## config.mk

```make
export PLATFORM = sky130hd
export DESIGN_NAME = pwm_yakalama_flat
export DESIGN_NICKNAME = d
export VERILOG_FILES = /design/src/rtl/pwm_yakalama_if.sv /design/src/rtl/pwm_yakalama.sv /design/src/flat_wrapper.sv
export SDC_FILE = /design/constraint.sdc
export NUM_CORES = 1
export LEC_CHECK = 0
export CORE_MARGIN = 1
export CORE_UTILIZATION = 40
export CTS_CLUSTER_SIZE = 8
export DETAILED_ROUTE_END_ITERATION = 10
export DONT_BUFFER_PORTS = 1
export GPL_TIMING_DRIVEN = 0
export PLACE_DENSITY = 0.61
export SLEW_MARGIN = 20
export SYNTH_ARGS = -nofsm -noshare
export SYNTH_HDL_FRONTEND = slang
export SYNTH_SLANG_ARGS = --single-unit
```

## constraint.sdc

```tcl
create_clock -name clk_i -period 8.8 [get_ports clk_i]
set_clock_uncertainty 0.1 [all_clocks]
set_input_delay 1.32 -clock clk_i [delete_from_list [all_inputs] [get_ports clk_i]]
set_output_delay 1.32 -clock clk_i [all_outputs]
set_load 0.01 [all_outputs]
```

## src/rtl/pwm_yakalama_if.sv

```systemverilog
// Wishbone slave bus bundle for the PWM capture peripheral.
// Signal names keep the slave-side _i/_o view so both ends read naturally.
interface pwm_yakalama_if;
  logic [5:0]  wb_adr_i;
  logic [31:0] wb_dat_i;
  logic        wb_we_i;
  logic        wb_cyc_i;
  logic        wb_stb_i;
  logic [3:0]  wb_sel_i;
  logic [31:0] wb_dat_o;
  logic        wb_ack_o;

  modport slave (
    input  wb_adr_i, wb_dat_i, wb_we_i, wb_cyc_i, wb_stb_i, wb_sel_i,
    output wb_dat_o, wb_ack_o
  );

  modport master (
    output wb_adr_i, wb_dat_i, wb_we_i, wb_cyc_i, wb_stb_i, wb_sel_i,
    input  wb_dat_o, wb_ack_o
  );
endinterface

```

## src/rtl/pwm_yakalama.sv

```systemverilog
// PWM input capture: measures period and high time of pwm_i in clk_i cycles,
// with timeout detection, one-shot mode and a level interrupt on a Wishbone slave.
module pwm_yakalama #(
  parameter int SAYAC_W    = 32,
  parameter int SENK_ASAMA = 2
) (
  input  logic           clk_i,
  input  logic           rst_i,
  pwm_yakalama_if.slave  wb,
  input  logic           pwm_i,
  output logic           irq_o
);

  typedef enum logic [1:0] {BOSTA, BEKLE, YUKSEK, DUSUK} durum_e;

  localparam logic [3:0] A_KONTROL = 4'h0;
  localparam logic [3:0] A_DURUM   = 4'h1;
  localparam logic [3:0] A_PERIYOT = 4'h2;
  localparam logic [3:0] A_YUKSEK  = 4'h3;
  localparam logic [3:0] A_SINIR   = 4'h4;
  localparam logic [3:0] A_ANLIK   = 4'h5;

  durum_e               st_q, st_d;
  logic [SAYAC_W-1:0]   cnt_q, cnt_d;
  logic [SAYAC_W-1:0]   ytmp_q, ytmp_d;
  logic [SAYAC_W-1:0]   per_q, per_d;
  logic [SAYAC_W-1:0]   yuk_q, yuk_d;
  logic [SAYAC_W-1:0]   sinir_q, sinir_d;
  logic                 en_q, en_d;
  logic                 irqen_q, irqen_d;
  logic                 tek_q, tek_d;
  logic                 gec_q, gec_d;
  logic                 zas_q, zas_d;
  logic                 ack_q;
  logic [31:0]          dat_q, dat_d;
  logic                 irq_q;
  logic [SENK_ASAMA-1:0] sync_q;
  logic                 prev_q;

  logic        s_pwm, rise, fall, tmo;
  logic        gec_set, zas_set, tek_clr;
  logic        fire, wr;
  logic [3:0]  idx;
  logic [31:0] bmask, rdata;
  logic        adr_unused;

  assign s_pwm = sync_q[SENK_ASAMA-1];
  assign rise  = s_pwm & ~prev_q;
  assign fall  = ~s_pwm & prev_q;
  assign tmo   = ((sinir_q != '0) && (cnt_q == sinir_q)) || (&cnt_q);

  assign fire = wb.wb_cyc_i & wb.wb_stb_i & ~ack_q;
  assign wr   = fire & wb.wb_we_i;
  assign idx  = wb.wb_adr_i[5:2];
  // byte offset within the word is not decoded
  assign adr_unused = ^wb.wb_adr_i[1:0];

  always_comb begin
    for (int i = 0; i < 4; i++) bmask[8*i +: 8] = {8{wb.wb_sel_i[i]}};
  end

  // Measurement FSM
  always_comb begin
    st_d    = st_q;
    cnt_d   = cnt_q;
    ytmp_d  = ytmp_q;
    per_d   = per_q;
    yuk_d   = yuk_q;
    gec_set = 1'b0;
    zas_set = 1'b0;
    tek_clr = 1'b0;
    if (!en_q) begin
      st_d  = BOSTA;
      cnt_d = '0;
    end else begin
      case (st_q)
        BOSTA: begin
          cnt_d = '0;
          st_d  = BEKLE;
        end
        BEKLE: begin
          if (rise) begin
            cnt_d = SAYAC_W'(1);
            st_d  = YUKSEK;
          end
        end
        YUKSEK: begin
          if (tmo) begin
            zas_set = 1'b1;
            cnt_d   = '0;
            st_d    = BEKLE;
          end else begin
            cnt_d = cnt_q + 1'b1;
            if (fall) begin
              ytmp_d = cnt_q;
              st_d   = DUSUK;
            end
          end
        end
        DUSUK: begin
          if (tmo) begin
            zas_set = 1'b1;
            cnt_d   = '0;
            st_d    = BEKLE;
          end else if (rise) begin
            per_d   = cnt_q;
            yuk_d   = ytmp_q;
            gec_set = 1'b1;
            cnt_d   = SAYAC_W'(1);
            st_d    = YUKSEK;
            if (tek_q) begin
              tek_clr = 1'b1;
              st_d    = BOSTA;
            end
          end else begin
            cnt_d = cnt_q + 1'b1;
          end
        end
        default: st_d = BOSTA;
      endcase
    end
  end

  // Register file: bus writes, W1C flags (hardware set wins over clear)
  always_comb begin
    en_d    = en_q;
    irqen_d = irqen_q;
    tek_d   = tek_q;
    sinir_d = sinir_q;
    gec_d   = gec_q;
    zas_d   = zas_q;
    if (tek_clr) en_d = 1'b0;
    if (wr) begin
      case (idx)
        A_KONTROL: if (wb.wb_sel_i[0]) {tek_d, irqen_d, en_d} = wb.wb_dat_i[2:0];
        A_DURUM: if (wb.wb_sel_i[0]) begin
          if (wb.wb_dat_i[0]) gec_d = 1'b0;
          if (wb.wb_dat_i[1]) zas_d = 1'b0;
        end
        A_SINIR: sinir_d = (sinir_q & ~bmask) | (wb.wb_dat_i & bmask);
        default: ;
      endcase
    end
    if (gec_set) gec_d = 1'b1;
    if (zas_set) zas_d = 1'b1;
  end

  always_comb begin
    rdata = '0;
    case (idx)
      A_KONTROL: rdata = {29'b0, tek_q, irqen_q, en_q};
      A_DURUM:   rdata = {30'b0, zas_q, gec_q};
      A_PERIYOT: rdata = per_q;
      A_YUKSEK:  rdata = yuk_q;
      A_SINIR:   rdata = sinir_q;
      A_ANLIK:   rdata = {31'b0, s_pwm};
      default:   rdata = '0;
    endcase
    dat_d = fire ? rdata : dat_q;
  end

  always_ff @(posedge clk_i or posedge rst_i) begin
    if (rst_i) begin
      st_q    <= BOSTA;
      cnt_q   <= '0;
      ytmp_q  <= '0;
      per_q   <= '0;
      yuk_q   <= '0;
      sinir_q <= '0;
      en_q    <= 1'b0;
      irqen_q <= 1'b0;
      tek_q   <= 1'b0;
      gec_q   <= 1'b0;
      zas_q   <= 1'b0;
      ack_q   <= 1'b0;
      dat_q   <= '0;
      irq_q   <= 1'b0;
      sync_q  <= '0;
      prev_q  <= 1'b0;
    end else begin
      st_q    <= st_d;
      cnt_q   <= cnt_d;
      ytmp_q  <= ytmp_d;
      per_q   <= per_d;
      yuk_q   <= yuk_d;
      sinir_q <= sinir_d;
      en_q    <= en_d;
      irqen_q <= irqen_d;
      tek_q   <= tek_d;
      gec_q   <= gec_d;
      zas_q   <= zas_d;
      ack_q   <= fire;
      dat_q   <= dat_d;
      irq_q   <= irqen_q & (gec_q | zas_q);
      sync_q  <= {sync_q[SENK_ASAMA-2:0], pwm_i};
      prev_q  <= s_pwm;
    end
  end

  assign wb.wb_ack_o = ack_q;
  assign wb.wb_dat_o = dat_q;
  assign irq_o       = irq_q;

endmodule

```

## src/flat_wrapper.sv

```systemverilog
// flat-port wrapper written by rule: the top's interface ports become plain ports
module pwm_yakalama_flat 
#(
  parameter int SAYAC_W    = 32,
  parameter int SENK_ASAMA = 2
)
  (clk_i, rst_i, pwm_i, irq_o, wb_wb_adr_i, wb_wb_dat_i, wb_wb_we_i, wb_wb_cyc_i, wb_wb_stb_i, wb_wb_sel_i, wb_wb_dat_o, wb_wb_ack_o);
  pwm_yakalama_if wb_i ();
  input  logic clk_i;
  input  logic rst_i;
  input  logic pwm_i;
  output logic irq_o;
  input wire logic [$bits(wb_i.wb_adr_i)-1:0] wb_wb_adr_i;
  input wire logic [$bits(wb_i.wb_dat_i)-1:0] wb_wb_dat_i;
  input wire logic [$bits(wb_i.wb_we_i)-1:0] wb_wb_we_i;
  input wire logic [$bits(wb_i.wb_cyc_i)-1:0] wb_wb_cyc_i;
  input wire logic [$bits(wb_i.wb_stb_i)-1:0] wb_wb_stb_i;
  input wire logic [$bits(wb_i.wb_sel_i)-1:0] wb_wb_sel_i;
  output wire logic [$bits(wb_i.wb_dat_o)-1:0] wb_wb_dat_o;
  output wire logic [$bits(wb_i.wb_ack_o)-1:0] wb_wb_ack_o;
  assign wb_i.wb_adr_i = wb_wb_adr_i;
  assign wb_i.wb_dat_i = wb_wb_dat_i;
  assign wb_i.wb_we_i = wb_wb_we_i;
  assign wb_i.wb_cyc_i = wb_wb_cyc_i;
  assign wb_i.wb_stb_i = wb_wb_stb_i;
  assign wb_i.wb_sel_i = wb_wb_sel_i;
  assign wb_wb_dat_o = wb_i.wb_dat_o;
  assign wb_wb_ack_o = wb_i.wb_ack_o;
  pwm_yakalama #(.SAYAC_W(SAYAC_W), .SENK_ASAMA(SENK_ASAMA)) u_core (.clk_i(clk_i), .rst_i(rst_i), .wb(wb_i), .pwm_i(pwm_i), .irq_o(irq_o));
endmodule
```

==> qor.yml <==
sta:
  relSlewSlack: 0.3950
  timing.fmax_mhz: 299.0
  period_minus_slack_ns: 3.344
  slew_violations: 0
  rsz0062_at_grt: "false"
  period_share: 0.3800
  worst_pin_slew_ns: 0.8949
  setup_violations: 0
  finalHoldViolCount: 0
  hold_slack_ns: 0.2433
synth:
  synth.distinct_cells: 51
  ys_top_cells_by_area: "dfrtp_1 (55%), mux2_2 (10%), mux2_1 (5.9%), nand2_1 (3.1%), a222oi_1 (3.1%)"
  ys_warn_count: 0
  yosysMostFrequentCell: "dfrtp_1"
  synth_seq_cells: 204
  synth_nets: 829
  synthTopCellsByCount: "dfrtp_1 (204), mux2_2 (83), nand2_1 (78), mux2_1 (49), o21ai_0 (44)"
  synth_top_area_frac: 0.5482
  synth-edff-count: 0
  syn_area_per_cell_um2: 11.94
  synthCells: 780
  synth.largest_area_cell: "dfrtp_1"
  syn_area_um2: 9311
  yosysSeqAreaShare: 0.5482
  ys.flop_type: "dfrtp_1"
  async_flop_share: 1.000
job:
  maxCapViolCount: 0
pwr:
  power_frac_clock: 0.415
  p_per_area_nw_per_um2: 223.0
  power_switching_share: 0.2748
  ir_drop_uv: 118.5
  seq_power_share: 0.440
  p_leak_nw: 5.058
  p_total_mw: 2.340
  intPower_mw: 1.697
  combPwrFrac: 0.145
  p_sw_mw: 0.6433
placed_design:
  gp_congestion: 0.8848
  portBuffers: 0
  dpl.hpwl_um: 16720
  dp.cells: 1067
grt:
  grt_use_total: 0.2060
  first_global_vias: 6387
  overflow: 0
  grt_pass1_wl_um: 37920
  antenna_found_initial: 0
  grt_max_degree: 106
setup_path:
  end_kind: "flip-flop"
  cp.arrival_ns: 3.65
  critical_path_class: "in2reg"
  worst_path_largest_cell_delay_ns: 0.77
  path_delay_family: "simple AND/OR/NAND/NOR gates"
  crit_required_ns: 9.10
  crit_path_max_fanout: 8
  startpoint_type: "primary input"
  crit_chain: "nor4b_1, and3_1, clkbuf_1, nand2_1, mux2_2"
  critPathSlowestCell: "nor4b_1"
  crit_buf_inv: 1
status:
  status: "finished, final reports clean"
cts:
  cts_buffer_depth: 3
  cts_sinks: 204
  cts_setup_buffers: 0
  cts_tree: "built"
  cts_inserted_buffers: 29
  h-tree-depth: 1
  cts-root-buf: "clkbuf_16"
  clk_pin_slew_ns: 0.05
  cts-hold-fix-buffers: 0
  cts_resized: 0
  clkLatencyLatePin_ns: 0.53
route:
  first_pass_iters: 7
  wl_per_cell_um: 21.76
  avgViaCountPerCell: 5.852
  wl_um: 23900
  num_vias: 6426
  route.detailed.drc: 0
  ant_nets: 0
  drt_iter0_drc: 494
cells_and_area:
  layout-drive-gt1-share: 0.1946
  syn2layout_area_growth_pct: 12.70
  n_fill_cell: 2120
  fin_nets: 862
  final_cells: 1098
hold_path:
  min_path_type: "reg2reg"
floorplanning:
  die_h_um: 154.6
  row_count: 55
  coreArea_um2: 22710
  fp.dieArea_um2: 23890
  die_width_um: 154.6
  start_util: 0.4100
  io_pins: 82
[cell type report]
| cell class | instances | area, µm² | area share |
|---|---|---|---|
| Antenna cell | 1 | 2.502 | 0.0002385 |
| Sequential cell | 204 | 5105 | 0.4865 |
| Tap cell | 285 | 356.6 | 0.03398 |
| Timing Repair Buffer | 2 | 55.05 | 0.005246 |
| Clock buffer | 29 | 725.7 | 0.06915 |
| Inverter | 9 | 41.29 | 0.003935 |
| Buffer | 62 | 344.1 | 0.03279 |
| Multi-Input combinational cell | 505 | 3834 | 0.3653 |
| Clock inverter | 1 | 30.03 | 0.002862 |
[per-layer routing]
layer  GRT usage  wire, µm  up-vias  share of wire
li1            -         -     2933              -
met1      0.2901     10880     3244           0.46
met2      0.3105     10640      197           0.45
met3     0.04147      1481       52          0.062
met4     0.08487       893        0          0.037
met5           0         0        -              0
[layout by cell type, fill, tap and decap left out, types with 23 or more instances in the layout]
| cell type | n |
|---|---|
| a222oi_1 | 29 |
| clkbuf_16 | 29 |
| clkbuf_1 | 29 |
| nand3_1 | 24 |
| mux2_2 | 83 |
| nand2_1 | 78 |
| dfrtp_1 | 204 |
| xor2_1 | 33 |
| nor2_1 | 23 |
| mux2_1 | 49 |
| o21ai_0 | 44 |
[power groups by stage]
| stage | combinational (mW) | clock, mW | sequential [mW] |
|---|---|---|---|
| floorplan | 0.235 | 0 | 1.03 |
| global placement | 0.328 | 0 | 1.04 |
| detailed placement | 0.336 | 0 | 1.04 |
| CTS | 0.338 | 0.997 | 1.03 |
| global route | 0.365 | 1.03 | 1.04 |
| finish | 0.338 | 0.972 | 1.03 |
[cell families (layout without fill, tap and decap cells)]
kind of cell,Yosys count,count (layout),share of synthesized area
flip-flops,204,204,0.5482
adder cells (fa/ha/maj),1,1,0.001344
other,0,1,0
multiplexers,137,137,0.1650
buffers and inverters,71,103,0.04058
AO/OA/AOI/OAI,121,121,0.09715
XOR/XNOR,35,35,0.03292
AND/OR/NAND/NOR,211,211,0.1148
[final timing paths]
kind	startpoint	endpoint	slack, ns	cells past startpoint
min	u_core.sync_q[0]$_DFF_PP0_	u_core.sync_q[1]$_DFF_PP0_	0.24	0
min in group asynchronous	rst_i	u_core.wb.wb_dat_o[16]$_DFFE_PP0P_	0.67	2
min reg2reg	u_core.sync_q[0]$_DFF_PP0_	u_core.sync_q[1]$_DFF_PP0_	0.24	0
max in group asynchronous	rst_i	u_core.prev_q$_DFF_PP0_	7.48	2
max reg2reg	u_core.cnt_q[0]$_DFFE_PP0P_	u_core.per_q[10]$_DFFE_PP0P_	5.87	11
max	wb_wb_adr_i[5]	flip-flop	5.46	5
[metrics by stage]
| stage | util | area (µm²) | setup slack (ns) | setup TNS [ns] |
|---|---|---|---|---|
| floorplan | - | 9311 | 1.813 | 0 |
| global placement | 0.4257 | 9668 | -0.5371 | -106.39 |
| detailed placement | 0.4287 | 9736 | 4.938 | 0 |
| CTS | 0.4620 | 10490 | 5.461 | 0 |
| global route | 0.4620 | 10490 | 5.401 | 0 |
| finish | 0.4621 | 10490 | 5.456 | 0 |
(Power assumes the default switching activity.)
